<file path="src/rtl/mips_program_loader.sv">
// mips_program_loader: streams a length-prefixed, XOR-checksummed byte image into instruction memory and releases the core on success.
// Define LOADER_TIMEOUT_EN to abort a stalled load after TIMEOUT_CYCLES idle cycles (error code 11).
module mips_program_loader #(
    parameter int ADDR_WIDTH     = 10,
    parameter int BASE_ADDR      = 0,
    parameter int TIMEOUT_CYCLES = 4096
) (
    input  logic                  clock_1,
    input  logic                  reset_n,
    input  logic                  start,
    input  logic [7:0]            byte_in,
    input  logic                  byte_valid,
    output logic                  byte_ready,
    output logic                  mem_we,
    output logic [ADDR_WIDTH-1:0] mem_addr,
    output logic [31:0]           mem_wdata,
    output logic                  busy,
    output logic                  done,
    output logic                  error,
    output logic [1:0]            error_code,
    output logic                  core_release,
    output logic [ADDR_WIDTH:0]   word_count
);
    localparam int CW = ADDR_WIDTH + 1;
    localparam logic [31:0] LIMIT = (32'd1 << ADDR_WIDTH) - 32'(BASE_ADDR);

    typedef enum logic [2:0] {IDLE, LEN_HI, LEN_LO, DATA, CHECK, DONE, ERROR} state_t;

    state_t          state, state_next;
    logic [1:0]      code_next;
    logic [7:0]      len_hi, acc;
    logic [23:0]     word;
    logic [1:0]      byte_cnt;
    logic [CW-1:0]   len;
    logic [15:0]     n;
    logic            xfer, word_end, last_word, overflow, timeout;

    assign byte_ready   = state inside {LEN_HI, LEN_LO, DATA, CHECK};
    assign busy         = byte_ready;
    assign done         = state == DONE;
    assign core_release = done;
    assign error        = state == ERROR;
    assign xfer         = byte_valid && byte_ready;
    assign n            = {len_hi, byte_in};
    assign overflow     = 32'(n) > LIMIT;
    assign last_word    = word_count + CW'(1) == len;
    assign word_end     = state == DATA && xfer && byte_cnt == 2'd3 && !timeout;

`ifdef LOADER_TIMEOUT_EN
    localparam int TW = $clog2(TIMEOUT_CYCLES + 1);
    logic [TW-1:0] idle_cnt;
    assign timeout = byte_ready && 32'(idle_cnt) == 32'(TIMEOUT_CYCLES);
    always_ff @(posedge clock_1) begin
        if (!reset_n || xfer || !byte_ready)
            idle_cnt <= '0;
        else
            idle_cnt <= idle_cnt + TW'(1);
    end
`else
    assign timeout = TIMEOUT_CYCLES < 0;
`endif

    always_ff @(posedge clock_1) begin
        if (!reset_n)
            state <= IDLE;
        else
            state <= state_next;
    end

    always_comb begin
        state_next = state;
        code_next  = error_code;
        case (state)
            IDLE:   if (start) state_next = LEN_HI;
            LEN_HI: if (xfer) state_next = LEN_LO;
            LEN_LO: if (xfer) begin
                if (overflow) begin
                    state_next = ERROR;
                    code_next  = 2'b01;
                end else
                    state_next = n == 16'd0 ? CHECK : DATA;
            end
            DATA:   if (word_end && last_word) state_next = CHECK;
            CHECK:  if (xfer) begin
                state_next = byte_in == acc ? DONE : ERROR;
                code_next  = byte_in == acc ? 2'b00 : 2'b10;
            end
            default: if (start) begin
                state_next = LEN_HI;
                code_next  = 2'b00;
            end
        endcase
        if (timeout) begin
            state_next = ERROR;
            code_next  = 2'b11;
        end
    end

    always_ff @(posedge clock_1) begin
        if (!reset_n) begin
            error_code <= '0;
            mem_we     <= 1'b0;
            mem_addr   <= '0;
            mem_wdata  <= '0;
            word_count <= '0;
            acc        <= '0;
            len_hi     <= '0;
            len        <= '0;
            word       <= '0;
            byte_cnt   <= '0;
        end else begin
            error_code <= code_next;
            mem_we     <= word_end;
            // start is only honoured while not streaming, i.e. exactly when byte_ready is low
            if (start && !byte_ready) begin
                acc        <= '0;
                word_count <= '0;
                byte_cnt   <= '0;
            end else if (xfer) begin
                if (state != CHECK) acc <= acc ^ byte_in;
                if (state == LEN_HI) len_hi <= byte_in;
                if (state == LEN_LO) len <= CW'(n);
                if (state == DATA) begin
                    byte_cnt <= byte_cnt + 2'd1;
                    word     <= {word[15:0], byte_in};
                end
            end
            if (word_end) begin
                mem_addr   <= ADDR_WIDTH'(BASE_ADDR) + word_count[ADDR_WIDTH-1:0];
                mem_wdata  <= {word, byte_in};
                word_count <= word_count + CW'(1);
            end
        end
    end
endmodule
</file>
<file path="config.mk">
export PLATFORM = sky130hd
export DESIGN_NAME = mips_program_loader
export DESIGN_NICKNAME = d
export VERILOG_FILES = /design/src/rtl/mips_program_loader.sv
export SDC_FILE = /design/constraint.sdc
export NUM_CORES = 1
export LEC_CHECK = 0
export CAP_MARGIN = 20
export CORE_MARGIN = 3
export CORE_UTILIZATION = 40
export DETAILED_ROUTE_END_ITERATION = 8
export GPL_TIMING_DRIVEN = 0
export SLEW_MARGIN = 20
export SYNTH_ARGS = -nofsm -noshare
export SYNTH_HDL_FRONTEND = slang
export SYNTH_SLANG_ARGS = --single-unit
</file>
<file path="constraint.sdc">
create_clock -name clock_1 -period 2.9 [get_ports clock_1]
set_clock_uncertainty 0.05 [all_clocks]
set_input_delay 0.58 -clock clock_1 [delete_from_list [all_inputs] [get_ports clock_1]]
set_output_delay 0.58 -clock clock_1 [all_outputs]
set_load 0.005 [all_outputs]
</file>
=== Word-level counts from Yosys, hierarchy flattened ===
Index checks and enable logic that the tools add are counted.

* Order comparisons: 1
* Multiplexer cells: 17
* $add $sub $neg: 2
* Bitwise operators: 4
* Reduce and logical (&&, ||, !) cells: 21
* Equality and inequality tests: 15

{| class="wikitable"
|+ Operators with widths
! operator !! count
|-
| 2-to-1 mux 11 bit || 2
|-
| 2-to-1 mux 3 bit || 7
|-
| > comparator 16 x 11 -> 1 bit, second input constant || 1
|-
| zero test 16 bit || 1
|-
| 2-to-1 mux 2 bit || 6
|-
| case mux 3 bit (4 select lines) || 1
|-
| adder 11 x 1 -> 11 bit, second input constant || 1
|-
| equality test 11 bit || 1
|-
| AND reduction 5 bit || 2
|-
| equality test 3 bit, second input constant || 3
|-
| AND reduction 3 bit || 3
|-
| equality test 8 bit || 1
|-
| != test 2 bit, second input constant || 4
|-
| bitwise XOR 8 bit || 1
|-
| equality test 3 x 2 -> 1 bit, second input constant || 2
|-
| case mux 2 bit (3 select lines) || 1
|-
| logical AND 1 bit || 5
|-
| nonzero test 5 bit || 1
|-
| AND reduction 2 bit || 2
|-
| nonzero test 4 bit || 1
|-
| equality test 3 x 1 -> 1 bit, second input constant || 1
|-
| zero test 3 bit || 1
|-
| != test 3 bit, second input constant || 1
|-
| NOT 1 bit || 3
|-
| 8 further kinds || 8
|}

* Output and inout port bits: 61
* Bits of input ports: 12
* Register bits: 112

=== Depth between registers and ports, before layout ===
* Depth after elaboration: 8
* Depth in mapped cells: 8
* Depth with buffers taken out: 7

=== Worst setup path before layout ===
Ideal clock, no wire load.

* Path type: input to register
* Start: input byte_valid
* End: register state[2]
* Slack: 0.865 ns
* Buffers on the path: 2
* Stages: 8
* Arrival time: 1.918 ns
* Cell sequence: buf_2 -> and4b_1 -> buf_6 -> nand4_1 -> nor3_1 -> o2111ai_1 -> or3_1 -> a21oi_2

* Word-level cells in the longest chain between the ends: 6
* Elaborated cells between the ends (all ways): 9

{| class="wikitable"
|+ Ends and longest elaborated chain
! item !! RTL line !! text
|-
| start, declared || 12 || <nowiki>input logic byte_valid,</nowiki>
|-
| logical AND 1 bit (*) || 43 || <nowiki>assign xfer = byte_valid && byte_ready;</nowiki>
|-
| logical AND 1 bit (2 in a row) || 47 || <nowiki>assign word_end = state == DATA && xfer && byte_cnt == 2'd3 && !timeout;</nowiki>
|-
| logical AND 1 bit || 83 || <nowiki>DATA: if (word_end && last_word) state_next = CHECK;</nowiki>
|-
| != test 2 x 1 -> 1 bit (no line) || - ||
|-
| AND reduction 5 bit (no line) (*) || - ||
|-
| end signal, assigned || 67 || <nowiki>state <= state_next;</nowiki>
|-
| end, declared || 29 || <nowiki>state_t state, state_next;</nowiki>
|}

Mark *: on every way between the ends. The rest lies on a longest branch, timed or not.
A chain may end at the register's enable or synchronous reset.

=== Worst setup path after layout ===
* Start: register state[2]
* End: output done

* Word-level cells in the longest chain between the ends: 1

{| class="wikitable"
|+ Ends and longest elaborated chain
! item !! RTL line !! text
|-
| equality test 3 bit || 40 || <nowiki>assign done = state == DONE;</nowiki>
|-
| end, declared || 18 || <nowiki>output logic done,</nowiki>
|}

Every way passes these cells.

==> results.md <==
Finish:
- From synthesis to final layout, the design area changed by 21.5%.
- The net count of the finished layout is 709.
- For this run, the share of the core covered by cells in the final layout is 0.505.
- The fraction of final layout cells sized beyond drive strength 1 is 0.0530.
- The final antenna diode count is 0.

Floorplan:
- Row generation in the floorplan step produced 40 rows.
- The total I/O pin count is 73.
- The effective utilization at floorplan is 0.416.
- The overall die area is 0.0141 sq mm.
- The overall die width is 119 um.
- The area of the core region is 0.0122 sq mm.
- From bottom edge to top edge, the die measures 119 um.

Global routing:
- In the global route stage, met1 resource usage came out at 0.251.
- In the global route stage, overall resource usage came out at 0.185.
- The met2 demand-to-capacity share in global routing is 0.292.
- After global routing, the most crowded layer is met2.
- For met3 alone, demand over resource in global routing was 0.0426.
- The wire length of the first global-routing pass is 20800 um.
- The initial antenna violation count was 0.
- Summed over all layers, the global routing overflow is 0.
- The largest net degree at the start of global routing is 18.
- The number of global-route vias before repair came to 4097.

Clock tree:
- The buffer cell driving the clock tree root is sky130_fd_sc_hd__clkbuf_16.
- The hold buffer count at cts is 0.
- The CTS tree is done.
- The number of clock buffers inserted by TritonCTS is 9.
- The later pin in the worst-skew pair is clocked with a latency of 350 ps.
- Clock-pin slew was measured on the worst setup and hold paths at 70 ps.
- The H-tree generated during clock tree synthesis spans 3 levels.
- The post-CTS setup buffer count is 0.
- The clock tree buffer depth is 2.
- The total number of clock tree sinks is 112.
- The post-cts repair resize count is 0.

Synthesis:
- The number of nets in the synthesized netlist is 636.
- The post-synthesis area per instance is 8.16 sq um.
- The fraction of the yosys area taken by sequential cells is 0.442.
- The prevailing post-synth register cell is sky130_fd_sc_hd__dfxtp_1.
- The number of synthesized flops with an enable pin is 0.
- For this run, asynchronously set or reset flops after synthesis account for 0.
- The area fraction of the dominant cell type after synthesis is 0.442.
- Ranked by total cell area, the synthesized netlist is headed by sky130_fd_sc_hd__dfxtp_1 (44%), sky130_fd_sc_hd__nand2_1 (13%), sky130_fd_sc_hd__a21boi_0 (12%).
- Synthesis inferred 112 register bits.
- The mapped cell area is 0.00507 sq mm.
- The biggest area consumer among synthesized cells is sky130_fd_sc_hd__dfxtp_1.
- The netlist uses 56 different library cells.
- Counting every instance in the synthesized netlist gives 622.
- The commonest cells after synthesis are sky130_fd_sc_hd__nand2_1 (178), sky130_fd_sc_hd__dfxtp_1 (112), sky130_fd_sc_hd__a21boi_0 (80), sky130_fd_sc_hd__clkbuf_1 (37), sky130_fd_sc_hd__nor2_1 (29).
- The most frequently used cell type in the post-synthesis netlist is sky130_fd_sc_hd__nand2_1.
- The Yosys step of the flow raised 0 warnings.

Routing:
- The number of design rule violations left after detail routing is 0.
- The count of nets left with antenna violations after detail routing is 0.
- After the first detailed-routing iteration, the DRC count stood at 189.
- In the final routed layout, each cell accounts on average for 14.8 um.
- Summed over all layers, the routed wires come to 12800 um.
- Using the TritonRoute via totals, the vias-per-cell ratio works out to 5.01.
- The total via count in the routed design is 4338.
- Before antenna repair, the detailed router went through 4 iterations.

Worst setup path:
- The required arrival time at the worst endpoint is 2270 ps.
- At the worst endpoint, the arrival time is 2050 ps.
- The critical path's slowest cell is sky130_fd_sc_hd__clkdlybuf4s50_1.
- STA classifies the critical path startpoint as a flip-flop.
- Along the worst path, the maximum fanout reaches 10.
- The category of the most critical setup path is reg2out.
- The signal on the critical path passes through buf_6 -> clkbuf_1 -> inv_1 -> nor2_1 -> buf_4 -> clkdlybuf4s50_1.
- The worst setup path is captured at an output port.
- The largest single stage delay on the critical path is 480 ps.

Power:
- In this run the power spent charging and discharging nets is 1.03 mW.
- For this design the ratio of total power to cell area is 570 mW/mm^2.
- The analysis attributes to cell leakage a power of 2.06 nW.
- The combinational power share is 0.206.
- Overall power consumption after layout is estimated at 3.52 mW.
- The internal power of the cells totals 2.49 mW.
- IR analysis of the VDD net gives a maximum drop of 0.000397 V.
- The net switching fraction of the power is 0.293.
- The part of the power in registers is 0.472.
- The proportion of power drawn by the clock network is 0.322.

STA:
- The worst path needs 2680 ps of the cycle, external delays included.
- The total count of hold-check failures in the final report is 0.
- Setup repair after global routing left no endpoint under its margin.
- The max-slew violation count is 0.
- Adding up every negative setup slack in the final design gives 0 ps.
- The period utilization is 0.926.
- For the pin with the worst max-slew slack, the measured transition is 894 ps.
- The worst slew margin relative to its limit is 0.400.
- The setup slack after layout is 216 ps.
- Setup violations remaining at the end of the flow were counted as 0.
- For this run, the top clock speed supported by timing is 0.373 GHz.

Place:
- At the end of routability-driven placement, the weighted congestion stood at 0.822.
- Detailed placement finished with a half-perimeter wire length of 9630 um.
- The quantity of I/O buffers inserted on ports is 62.
- OpenSTA, run right after detailed placement, puts the worst setup slack at 370 ps.

Hold path:
- The class of the tightest hold or removal check is reg2reg.

Status:
- The run finished with clean final reports.

Run:
- The number of maximum-capacitance violations is 0.
==> worst max-delay path, delay by kind of cell, from the launching register on <==
family	cells	cell delay, ps
flip-flops	1	340
AND/OR/NAND/NOR	1	150
buffers and inverters	5	1220
==> cell type report <==
class | count | area [sq um]
clock inverter | 4 | 31.3
timing repair buffer | 62 | 621
fill | 1282 | 6050
clock buffer | 10 | 229
buffer | 53 | 255
tap | 168 | 210
inverter | 6 | 22.5
multi-input combinational | 451 | 2550
sequential | 112 | 2240
==> cell families after synthesis <==
kind of cell | share of synthesized area
AND/OR/NAND/NOR | 0.237
AO/OA/AOI/OAI | 0.187
flip-flops | 0.442
buffers and inverters | 0.0547
XOR/XNOR | 0.0570
multiplexers | 0.0178
adder cells (fa/ha/maj) | 0.00493
==> path summary, 6_finish.rpt <==
path         slack [ps]  depth (start not counted)           from       endpoint
max reg2reg         360                          7  word_count[0]       state[1]
min reg2reg         410                          2  mem_wdata[24]  mem_wdata[24]
min                 410                          2  mem_wdata[24]  mem_wdata[24]
max                 220                          6       state[2]           done
==> power groups by stage <==
stage / sequential (mW) / clock [mW] / combinational [mW]
finish: 1.66 / 1.13 / 0.724
global route: 1.67 / 1.24 / 0.795
CTS: 1.66 / 1.18 / 0.722
detailed placement: 1.69 / 0 / 0.719
global placement: 1.69 / 0 / 0.714
floorplan: 1.68 / 0 / 0.527
==> metrics by stage <==
step                hold slack, ps  instance area [sq um]  instances
floorplan                      390                   5070        622
CTS                            416                   6170        866
global placement               402                   5910        852
global route                   440                   6170        866
detailed placement             406                   5910        852
finish                         412                   6170        866
==> per-layer routing <==
| layer | wire, um | vias to the layer above |
|---|---|---|
| met5 | 0 | - |
| met4 | 179 | 0 |
| met3 | 613 | 14 |
| met2 | 5810 | 95 |
| met1 | 6240 | 2024 |
| li1 | - | 2205 |
==> flip-flops by register name, summed over array words and instances, names as in the netlist <==
name        flops
acc             8
byte_cnt        2
error_code      2
len            11
len_hi          8
mem_addr       10
mem_wdata      32
mem_we          1
state           3
word           24
word_count     11
==> cell usage in the layout, fill, tap and decap left out, drive strengths merged, types with 3 or more instances in the layout <==
| cell | netlist | routed |
|---|---|---|
| and2 | 3 | 3 |
| a21oi | 15 | 15 |
| nor2 | 29 | 29 |
| nor3b | 3 | 3 |
| nand2 | 178 | 178 |
| and3 | 4 | 4 |
| nand3 | 13 | 13 |
| dfxtp | 112 | 112 |
| nor4 | 5 | 5 |
| nor2b | 16 | 16 |
| inv | 6 | 8 |
| o21a | 3 | 3 |
| a21boi | 80 | 80 |
| nor3 | 11 | 11 |
| clkdlybuf4s50 | 0 | 62 |
| buf | 15 | 15 |
| mux2i | 9 | 9 |
| xnor2 | 12 | 12 |
| o21ai | 15 | 15 |
| clkbuf | 38 | 48 |
| xor2 | 21 | 21 |
| nand4 | 4 | 4 |
No activity file was read; power rests on OpenSTA's default activity.
